File: src/rtl/tcu_drl_mul_sched.sv
// Round-robin burst scheduler for one shared drl multiplier slice.
// Optional perf counters: define TCU_MUL_SCHED_PERF_EN.
module tcu_drl_mul_sched #(
    parameter int NUM_REQS    = 4,
    parameter int MUL_LATENCY = 1,
    parameter int IDX_W       = 4,
    localparam int ID_W = (NUM_REQS > 1) ? $clog2(NUM_REQS) : 1
) (
    input  logic                    clk,
    input  logic                    reset_n,
    input  logic [NUM_REQS-1:0]     req_valid,
    output logic [NUM_REQS-1:0]     req_ready,
    input  logic [NUM_REQS-1:0]     req_last,
    input  logic [NUM_REQS*4-1:0]   req_fmt,
    input  logic [NUM_REQS*16-1:0]  req_a,
    input  logic [NUM_REQS*16-1:0]  req_b,
    input  logic [NUM_REQS-1:0]     req_exp_low_larger,
    input  logic [NUM_REQS*7-1:0]   req_raw_exp_diff,
    output logic                    mul_enable,
    output logic [3:0]              mul_fmt_s,
    output logic [15:0]             mul_a,
    output logic [15:0]             mul_b,
    output logic                    mul_exp_low_larger,
    output logic [6:0]              mul_raw_exp_diff,
    input  logic [24:0]             mul_y,
    output logic                    rsp_valid,
    input  logic                    rsp_ready,
    output logic [24:0]             rsp_y,
    output logic [ID_W-1:0]         rsp_id,
    output logic [IDX_W-1:0]        rsp_idx,
    output logic                    rsp_last,
    output logic                    rsp_err
`ifdef TCU_MUL_SCHED_PERF_EN
    ,
    output logic [31:0]             perf_busy_cycles,
    output logic [31:0]             perf_stall_cycles
`endif
);

    typedef enum logic {S_IDLE, S_LOCKED} state_t;

    typedef struct packed {
        logic             v;
        logic [ID_W-1:0]  id;
        logic [IDX_W-1:0] idx;
        logic             last;
        logic             err;
    } tag_t;

    state_t                   state_q, state_d;
    logic [ID_W-1:0]          owner_q, owner_d;
    logic [ID_W-1:0]          rr_q, rr_d;
    logic [IDX_W-1:0]         cnt_q, cnt_d;
    tag_t [MUL_LATENCY-1:0]   tag_q, tag_d;
    logic [3:0]               fmt_q, fmt_d;
    logic [15:0]              a_q, a_d;
    logic [15:0]              b_q, b_d;
    logic                     ell_q, ell_d;
    logic [6:0]               red_q, red_d;
    logic                     rv_q, rv_d;
    logic [24:0]              ry_q, ry_d;
    logic [ID_W-1:0]          rid_q, rid_d;
    logic [IDX_W-1:0]         ridx_q, ridx_d;
    logic                     rlast_q, rlast_d;
    logic                     rerr_q, rerr_d;

    logic                     stall;
    logic                     found;
    logic                     acc;
    logic [ID_W-1:0]          gnt_id;
    logic [IDX_W-1:0]         beat_idx;
    logic [3:0]               sel_fmt;
    logic                     sel_last;
    logic                     sel_legal;
    int                       j;

    assign stall = rv_q & ~rsp_ready;

    // Arbitration: rotate from the RR pointer when idle, owner only when locked
    always_comb begin
        found  = 1'b0;
        gnt_id = '0;
        j      = 0;
        if (state_q == S_IDLE) begin
            for (int i = 0; i < NUM_REQS; i++) begin
                j = int'(rr_q) + i;
                if (j >= NUM_REQS) j = j - NUM_REQS;
                if (!found && req_valid[j]) begin
                    found  = 1'b1;
                    gnt_id = ID_W'(j);
                end
            end
        end else if (req_valid[owner_q]) begin
            found  = 1'b1;
            gnt_id = owner_q;
        end
        acc       = found & ~stall & reset_n;
        req_ready = acc ? (NUM_REQS'(1) << gnt_id) : '0;
        sel_fmt   = req_fmt[gnt_id*4 +: 4];
        sel_last  = req_last[gnt_id];
        beat_idx  = (state_q == S_IDLE) ? '0 : cnt_q;
        case (sel_fmt)
            4'd1, 4'd2, 4'd3, 4'd4,
            4'd9, 4'd10, 4'd11, 4'd12: sel_legal = 1'b1;
            default:                   sel_legal = 1'b0;
        endcase
    end

    // Burst lock, RR pointer and beat counter next state
    always_comb begin
        state_d = state_q;
        owner_d = owner_q;
        rr_d    = rr_q;
        cnt_d   = cnt_q;
        if (acc) begin
            if (sel_last) begin
                state_d = S_IDLE;
                cnt_d   = '0;
                rr_d    = (int'(gnt_id) == NUM_REQS - 1) ? '0 : gnt_id + 1'b1;
            end else begin
                state_d = S_LOCKED;
                owner_d = gnt_id;
                cnt_d   = beat_idx + 1'b1;
            end
        end
    end

    // Issue register, tag pipeline and response register; all frozen on stall
    always_comb begin
        fmt_d   = fmt_q;
        a_d     = a_q;
        b_d     = b_q;
        ell_d   = ell_q;
        red_d   = red_q;
        tag_d   = tag_q;
        rv_d    = rv_q;
        ry_d    = ry_q;
        rid_d   = rid_q;
        ridx_d  = ridx_q;
        rlast_d = rlast_q;
        rerr_d  = rerr_q;
        if (!stall) begin
            rv_d = tag_q[MUL_LATENCY-1].v;
            if (tag_q[MUL_LATENCY-1].v) begin
                ry_d    = tag_q[MUL_LATENCY-1].err ? '0 : mul_y;
                rid_d   = tag_q[MUL_LATENCY-1].id;
                ridx_d  = tag_q[MUL_LATENCY-1].idx;
                rlast_d = tag_q[MUL_LATENCY-1].last;
                rerr_d  = tag_q[MUL_LATENCY-1].err;
            end
            for (int i = MUL_LATENCY - 1; i > 0; i--) begin
                tag_d[i] = tag_q[i-1];
            end
            tag_d[0] = '0;
            if (acc) begin
                tag_d[0] = '{v: 1'b1, id: gnt_id, idx: beat_idx,
                             last: sel_last, err: ~sel_legal};
                fmt_d = sel_fmt;
                a_d   = req_a[gnt_id*16 +: 16];
                b_d   = req_b[gnt_id*16 +: 16];
                ell_d = req_exp_low_larger[gnt_id];
                red_d = req_raw_exp_diff[gnt_id*7 +: 7];
            end
        end
    end

    // State registers with synchronous reset
    always_ff @(posedge clk) begin
        if (!reset_n) begin
            state_q <= S_IDLE;
            owner_q <= '0;
            rr_q    <= '0;
            cnt_q   <= '0;
            tag_q   <= '0;
            fmt_q   <= '0;
            a_q     <= '0;
            b_q     <= '0;
            ell_q   <= 1'b0;
            red_q   <= '0;
            rv_q    <= 1'b0;
            ry_q    <= '0;
            rid_q   <= '0;
            ridx_q  <= '0;
            rlast_q <= 1'b0;
            rerr_q  <= 1'b0;
        end else begin
            state_q <= state_d;
            owner_q <= owner_d;
            rr_q    <= rr_d;
            cnt_q   <= cnt_d;
            tag_q   <= tag_d;
            fmt_q   <= fmt_d;
            a_q     <= a_d;
            b_q     <= b_d;
            ell_q   <= ell_d;
            red_q   <= red_d;
            rv_q    <= rv_d;
            ry_q    <= ry_d;
            rid_q   <= rid_d;
            ridx_q  <= ridx_d;
            rlast_q <= rlast_d;
            rerr_q  <= rerr_d;
        end
    end

    assign mul_enable         = tag_q[0].v & ~tag_q[0].err & ~stall & reset_n;
    assign mul_fmt_s          = fmt_q;
    assign mul_a              = a_q;
    assign mul_b              = b_q;
    assign mul_exp_low_larger = ell_q;
    assign mul_raw_exp_diff   = red_q;
    assign rsp_valid          = rv_q;
    assign rsp_y              = ry_q;
    assign rsp_id             = rid_q;
    assign rsp_idx            = ridx_q;
    assign rsp_last           = rlast_q;
    assign rsp_err            = rerr_q;

`ifdef TCU_MUL_SCHED_PERF_EN
    logic [31:0] busy_q, busy_d;
    logic [31:0] stl_q, stl_d;

    // Saturating activity counters
    always_comb begin
        busy_d = busy_q;
        stl_d  = stl_q;
        if (tag_q[0].v && !stall && busy_q != '1) busy_d = busy_q + 1'b1;
        if (stall && stl_q != '1) stl_d = stl_q + 1'b1;
    end

    // Counter registers with synchronous reset
    always_ff @(posedge clk) begin
        if (!reset_n) begin
            busy_q <= '0;
            stl_q  <= '0;
        end else begin
            busy_q <= busy_d;
            stl_q  <= stl_d;
        end
    end

    assign perf_busy_cycles  = busy_q;
    assign perf_stall_cycles = stl_q;
`endif

endmodule

File: config.mk
export PLATFORM = sky130hd
export DESIGN_NAME = tcu_drl_mul_sched
export DESIGN_NICKNAME = d
export VERILOG_FILES = /design/src/rtl/tcu_drl_mul_sched.sv
export SDC_FILE = /design/constraint.sdc
export NUM_CORES = 1
export LEC_CHECK = 0
export CORE_ASPECT_RATIO = 0.6
export CORE_MARGIN = 5
export CORE_UTILIZATION = 40
export DETAILED_ROUTE_END_ITERATION = 8
export HOLD_SLACK_MARGIN = 0.1
export PLACE_DENSITY = 0.84
export SETUP_SLACK_MARGIN = 0.5
export SYNTH_ARGS = -nofsm -noshare
export SYNTH_HDL_FRONTEND = slang
export SYNTH_SLANG_ARGS = --single-unit
File: constraint.sdc
create_clock -name clk -period 6.1 [get_ports clk]
set_input_delay 0.915 -clock clk [delete_from_list [all_inputs] [get_ports clk]]
set_output_delay 0.915 -clock clk [all_outputs]
set_load 0.02 [all_outputs]
==> impl_metrics.tcl, run 1 <==
set metrics [dict create \
    status "complete, no violations" \
    final_min_period_over_clock_period 0.784 \
    hold_ws_ns 0.455 \
    maxClockFrequency_ghz 0.209 \
    power.switching_fraction 0.394 \
    start_util 0.415 \
    finalCoreUtilization 0.688 \
    cts_max_level 3 \
    synth-edff-count 0 \
    fp.coreArea_mm2 0.0122 \
    vias_cell 5.23 \
    setup.worst_path.class "in2out" \
    finalNetCount 1141 \
    dp_hpwl_mm 14.0 \
    hold_buf_cts 0 \
    grt.met3_usage 0.0752 \
    synthesis.yosys.warnings 0 \
    syn_avg_cell_area_um2 7.63 \
    io-pin-count 295 \
    postLayoutSetupSlackWorst_ns 1.32 \
    grt_antenna_before_repair 0 \
    final_setup_violating_endpoints 0 \
    crit_slowest_cell "sky130_fd_sc_hd__clkdlybuf4s50_1" \
    global_route.usage.total 0.239 \
    layout_cells_sized_above_1 0.0441 \
    drc 0 \
    critPathMostFrequentCell "sky130_fd_sc_hd__clkdlybuf4s50_1" \
    die_height_um 97.2 \
    cts.reportedPaths.clkPinSlew_ns 0.07 \
    netlist-cell-type-count 49 \
    synth.area.top_cells "sky130_fd_sc_hd__dfxtp_1, sky130_fd_sc_hd__nand2_1, sky130_fd_sc_hd__nand3_1" \
    power.clock.fraction 0.200 \
    io_buffer_count 294 \
    worst_pin_slew_ns 1.11 \
    internal_power_mw 1.88 \
    cts-root-to-sink-buffers 2 \
    worst_hold_path_type "reg2reg" \
    ys_seq_elements 96 \
    worst_clock_skew_ns 0.00561 \
    synth.net_count 882 \
    diodes 0 \
    floorplan.rows 31 \
    gp_routability_congestion 0.876 \
    dr.first_iter.drc_count 397 \
    finalInstanceArea_mm2 0.00840 \
    post_synth_instance_area_mm2 0.00507 \
    maxSlewViolCount 0 \
    p_total_mw 3.10 \
    placed_area_mm2 0.00808 \
    drv.max_cap_violation_count 0 \
    worst_skew_pair.late_latency_ns 0.33 \
    tns_ns 0 \
    rsz0062_at_grt "no" \
    totalWireLength_mm 19.3 \
    synthMostInstantiatedCell "sky130_fd_sc_hd__nand2_1" \
    detailedPlace.worstSlack_ns 1.36 \
    async_flop_share 0 \
    final-instance-count-excl-fill 1094 \
    p_switching_mw 1.22 \
    grt_overflow 0 \
    cts_tree "yes" \
    slowest_delay_ns 0.64 \
    power_per_cell_area_mw_per_mm2 369 \
    timing.critical_path.arrival_ns 3.87 \
    fraction_of_synthesized_cell_area_taken_by_the_top_area_cell_type 0.379 \
    cts_post_setup_buffers_inserted 0 \
    part_of_the_power_in_combinational_logic 0.502 \
    global_route.usage.met1 0.301 \
    crit_path_cell_trace "clkdlybuf4s50_1 -> nor2b_1 -> o311ai_2 -> a211oi_2 -> nor2_4 -> inv_2 -> ha_1 -> and2_1 -> clkdlybuf4s50_1" \
    wire_per_inst_um 17.7 \
    cts.sinks 96 \
    cts.root.buffer_cell "sky130_fd_sc_hd__clkbuf_16" \
    synthToLayoutAreaGrowth_pct 65.7 \
    drtAntennaViolNets 0 \
    synth_area_leader_cell "sky130_fd_sc_hd__dfxtp_1" \
    critical_path_buf_inv_count 3 \
    post_cts.resized_instances 0 \
    peakVddDrop_mv 0.173 \
    grt_max_degree 78 \
    syn_inst 665 \
    worstSetupEndpointType "output pin" \
    min_period_ns 4.78 \
    gr-max-usage-layer "met2" \
    critPathTopFamily "buffers and inverters" \
    timing.critical_path.required_ns 5.18 \
    leakage_nw 3.45 \
    cts_inserted_buffers 9 \
    finalHoldViolCount 0 \
    pwr-share-seq 0.298 \
    grt.met2_usage 0.403 \
    ys_top_cells_by_count "sky130_fd_sc_hd__nand2_1, sky130_fd_sc_hd__dfxtp_1, sky130_fd_sc_hd__nand3_1" \
    place_inst 1078 \
    dominantRegCellSynth "sky130_fd_sc_hd__dfxtp_1" \
    vias 5719 \
    firstDrtPassIters 4 \
    timing.slew.headroom 0.258 \
    sequential_cell_area_fraction_in_the_yosys_report 0.379 \
    die_w_um 155 \
    path_max_fanout 31 \
    grt_first_pass_wirelength_mm 29.6 \
    die_area_mm2 0.0151 \
    grt_pass1_vias 5517 \
    crit_path_start_kind "input port" \
]
==> cell families after synthesis <==
group           after synthesis  share of synthesized area
buf+inv                      62                     0.0506
xor+xnor                      5                    0.00864
mux                          15                     0.0328
compound gates              119                      0.188
simple gates                363                      0.328
flops                        96                      0.379
fa+ha+maj                     5                     0.0123
==> per-layer routing <==
metal | part of all wire | up-vias
met1 | 0.42 | 2609
met2 | 0.47 | 223
li1 | - | 2861
met3 | 0.087 | 26
met5 | 0 | -
met4 | 0.019 | 0
==> final cells by class <==
class / instances / area, µm²
inverter: 8 / 30.0
fill: 1046 / 3810
clock buffer: 9 / 225
sequential: 96 / 1920
timing repair buffer: 302 / 3000
tap: 165 / 206
multi-input combinational: 507 / 2920
clock inverter: 7 / 103
==> placed cells by master, fill, tap and decap left out, types with 6 or more instances in the layout <==
cell type	n
sky130_fd_sc_hd__inv_1	6
sky130_fd_sc_hd__and3_1	41
sky130_fd_sc_hd__nor2_1	10
sky130_fd_sc_hd__clkbuf_16	9
sky130_fd_sc_hd__mux2i_1	11
sky130_fd_sc_hd__a31o_1	42
sky130_fd_sc_hd__o21ai_1	12
sky130_fd_sc_hd__dfxtp_1	96
sky130_fd_sc_hd__clkdlybuf4s50_1	293
sky130_fd_sc_hd__a22o_1	26
sky130_fd_sc_hd__nand2_1	188
sky130_fd_sc_hd__and2_1	9
sky130_fd_sc_hd__a21oi_1	11
sky130_fd_sc_hd__nand3_1	96
sky130_fd_sc_hd__buf_4	8
==> flip-flops by register name, summed over array words and instances (netlist names) <==
register / cells
rsp_y: 25
rsp_err: 1
mul_raw_exp_diff: 7
mul_fmt_s: 4
mul_exp_low_larger: 1
rsp_valid: 1
cnt_q: 4
mul_b: 16
rsp_id: 2
rr_q: 2
mul_a: 16
tag_q: 9
state_q: 1
rsp_last: 1
owner_q: 2
rsp_idx: 4
==> worst register-to-register path, delay by kind of cell (launching register included) <==
family	cells	cell delay, ns
buf+inv	2	1.08
compound gates	1	0.11
simple gates	3	0.64
mux	2	0.48
flops	1	0.73
==> worst paths after layout <==
| kind | depth (start not counted) | end | startpoint | slack [ns] |
|---|---|---|---|---|
| setup / recovery | 9 | req_ready[3] | req_valid[1] | 1.32 |
| hold / removal | 2 | rsp_idx[3]$_SDFFE_PN0P_ | rsp_idx[3]$_SDFFE_PN0P_ | 0.45 |
| setup reg to reg | 8 | mul_fmt_s[2]$_SDFFE_PN0P_ | state_q$_SDFFE_PN0P_ | 2.99 |
| hold reg to reg | 2 | rsp_idx[3]$_SDFFE_PN0P_ | rsp_idx[3]$_SDFFE_PN0P_ | 0.45 |
==> power groups by stage <==
stage	clock network, mW	registers, mW	logic (mW)
3_5_place_dp	0	0.932	1.56
3_3_place_gp	0	0.925	1.55
5_1_grt	0.662	0.944	1.68
6_report	0.621	0.922	1.56
2_1_floorplan	0	1.09	0.738
4_1_cts	0.635	0.920	1.57
Note: power is estimated with default switching activity, not from simulation.
==> inputs of run 2 (changes only) <==
- CORE_UTILIZATION: 40 -> 35
- PLACE_DENSITY: 0.84 -> 0.78
- clock period: 6.1 -> 4.4 ns (I/O delays scaled with it)
==> impl_metrics.tcl, run 2 (synthesis results as in run 1) <==
set metrics [dict create \
    power_per_cell_area_mw_per_mm2 499 \
    io_buffer_count 294 \
    postLayoutSetupSlackWorst_ns 0.528 \
    finalNetCount 1145 \
    start_util 0.354 \
    diodes 0 \
    crit_path_start_kind "input port" \
    final_setup_violating_endpoints 0 \
    floorplan.rows 34 \
    cts-root-to-sink-buffers 2 \
    detailedPlace.worstSlack_ns 0.430 \
    grt_max_degree 80 \
    grt.met3_usage 0.0756 \
    vias 5675 \
    dp_hpwl_mm 14.1 \
    final-instance-count-excl-fill 1131 \
    layout.cells.most_common "sky130_fd_sc_hd__clkdlybuf4s50_1" \
    grt_pass1_vias 5502 \
    maxSlewViolCount 0 \
    die_height_um 103 \
    drtAntennaViolNets 0 \
    multi_input_area_mm2 0.00296 \
    global_route.usage.total 0.212 \
    largest_register_ffs 25 \
    layout_cells_sized_above_1 0.0504 \
    totalWireLength_mm 19.3 \
    r2r_start "state_q$_SDFFE_PN0P_" \
    worst_hold_path_type "reg2reg" \
    gp_routability_congestion 0.851 \
    hold_ws_ns 0.457 \
    cts_max_level 3 \
    firstDrtPassIters 4 \
    peakVddDrop_mv 0.300 \
    global_route.usage.met1 0.270 \
    grt_overflow 0 \
    timing.critical_path.required_ns 3.74 \
    layout.area.seq_mm2 0.00192 \
    critical_path_buf_inv_count 3 \
    startpoint "req_valid[1]" \
    cts.root.buffer_cell "sky130_fd_sc_hd__clkbuf_16" \
    io-pin-count 295 \
    cts_tree "yes" \
    grt_first_pass_wirelength_mm 28.6 \
    status "complete, no violations" \
    worst_clock_skew_ns 0.00931 \
    leading_cell_types_in_the_layout_fill_and_taps_excluded "sky130_fd_sc_hd__clkdlybuf4s50_1, sky130_fd_sc_hd__nand2_1, sky130_fd_sc_hd__nand3_1, sky130_fd_sc_hd__dfxtp_1, sky130_fd_sc_hd__a31o_1" \
    setup.worst_path.class "in2out" \
    worst_skew_pair.late_latency_ns 0.34 \
    crit_slowest_cell "sky130_fd_sc_hd__clkdlybuf4s50_1" \
    vias_cell 5.02 \
    cts.sinks 96 \
    place_inst 1113 \
    rsz0062_at_grt "yes" \
    crit_path_cell_trace "clkdlybuf4s50_1 -> nor2b_1 -> o311ai_4 -> a211oi_4 -> nor2_4 -> buf_8 -> ha_1 -> and2_1 -> clkdlybuf4s50_1" \
    timing.slew.headroom 0.283 \
    slowest_delay_ns 0.61 \
    critPathMostFrequentCell "sky130_fd_sc_hd__clkdlybuf4s50_1" \
    timing.critical_path.arrival_ns 3.21 \
    finalHoldViolCount 0 \
    synthToLayoutAreaGrowth_pct 67.9 \
    tns_ns 0 \
    fp.coreArea_mm2 0.0143 \
    worstSetupEndpointType "output pin" \
    gr-max-usage-layer "met2" \
    dr.first_iter.drc_count 320 \
    cts_inserted_buffers 9 \
    grt.met2_usage 0.352 \
    wire_per_inst_um 17.1 \
    final_min_period_over_clock_period 0.880 \
    maxClockFrequency_ghz 0.258 \
    leakage_nw 3.54 \
    cts.reportedPaths.clkPinSlew_ns 0.07 \
    hold_buf_cts 0 \
    worst_pin_slew_ns 1.08 \
    drv.max_cap_violation_count 0 \
    path_max_fanout 26 \
    grt_antenna_before_repair 0 \
    drc 0 \
    filler_cell_count 1308 \
    die_w_um 165 \
    critPathTopFamily "buffers and inverters" \
    min_period_ns 3.87 \
    die_area_mm2 0.0171 \
    worstHoldStart "mul_fmt_s[1]$_SDFFE_PN0P_" \
]
==> run 2: cell types whose count changed in the layout (fill, tap and decap cells not counted), sizes merged <==
cell,previous run,this run
bufinv,2,0
clkdlybuf4s50,293,288
dlymetal6s2s,0,5
clkinv,2,4
buf,9,13
==> run 2: area by class of cell <==
cell class	count	share of cell area
clock inverter	7	0.00896
timing repair buffer	306	0.358
sequential	96	0.226
clock buffer	9	0.0264
inverter	8	0.00382
tap	198	0.0291
multi-input combinational	507	0.348
==> run 2: worst paths after layout <==
check,slack [ns],cells after the start,to
min reg2reg,0.46,2,mul_fmt_s[1]$_SDFFE_PN0P_
max,0.53,9,req_ready[0]
min,0.46,2,mul_fmt_s[1]$_SDFFE_PN0P_
max reg2reg,1.69,8,mul_fmt_s[3]$_SDFFE_PN0P_
==> run 2: repair_timing <==
| item | 4_1_cts | 5_1_grt |
|---|---|---|
| buffers inserted | 0 | 2 |
| pin swaps | 0 | 2 |
| cloned | 0 | 0 |
| setup endpoints to repair | 3 | 4 |
| resized for setup | 3 | 10 |
==> run 2: metal layers <==
metal	vias up	routed length, µm
met2	214	8810
met1	2591	8340
met3	10	1980
met5	-	0
met4	0	168
li1	2860	-
==> run 2: worst register-to-register path, cell delays in order (launching register included) <==
cell and delay (ns):
sky130_fd_sc_hd__dfxtp_1 0.73, sky130_fd_sc_hd__nand2_1 0.23, sky130_fd_sc_hd__or2_4 0.33, sky130_fd_sc_hd__o21ai_2 0.11
sky130_fd_sc_hd__a32oi_4 0.10, sky130_fd_sc_hd__inv_2 0.18, sky130_fd_sc_hd__buf_4 0.45, sky130_fd_sc_hd__nand3_1 0.23
sky130_fd_sc_hd__a31o_1 0.26
==> run 2: per-stage QoR <==
stage | cell area (µm²) | total power, mW | utilization
final | 8520 | 4.25 | 0.594
after global routing | 8520 | 4.53 | 0.594
after CTS | 8450 | 4.28 | 0.589
after detailed placement | 8130 | 3.48 | 0.567
after global placement | 8130 | 3.45 | 0.567
after floorplan | 5070 | 2.53 | -
==> run 2: where the power goes <==
| part | switching, mW | leakage (nW) | internal [mW] | total, mW |
|---|---|---|---|---|
| Combinational | 1.19 | 2.60 | 0.996 | 2.19 |
| Sequential | 0.159 | 0.791 | 1.12 | 1.28 |
| Clock | 0.379 | 0.147 | 0.402 | 0.781 |
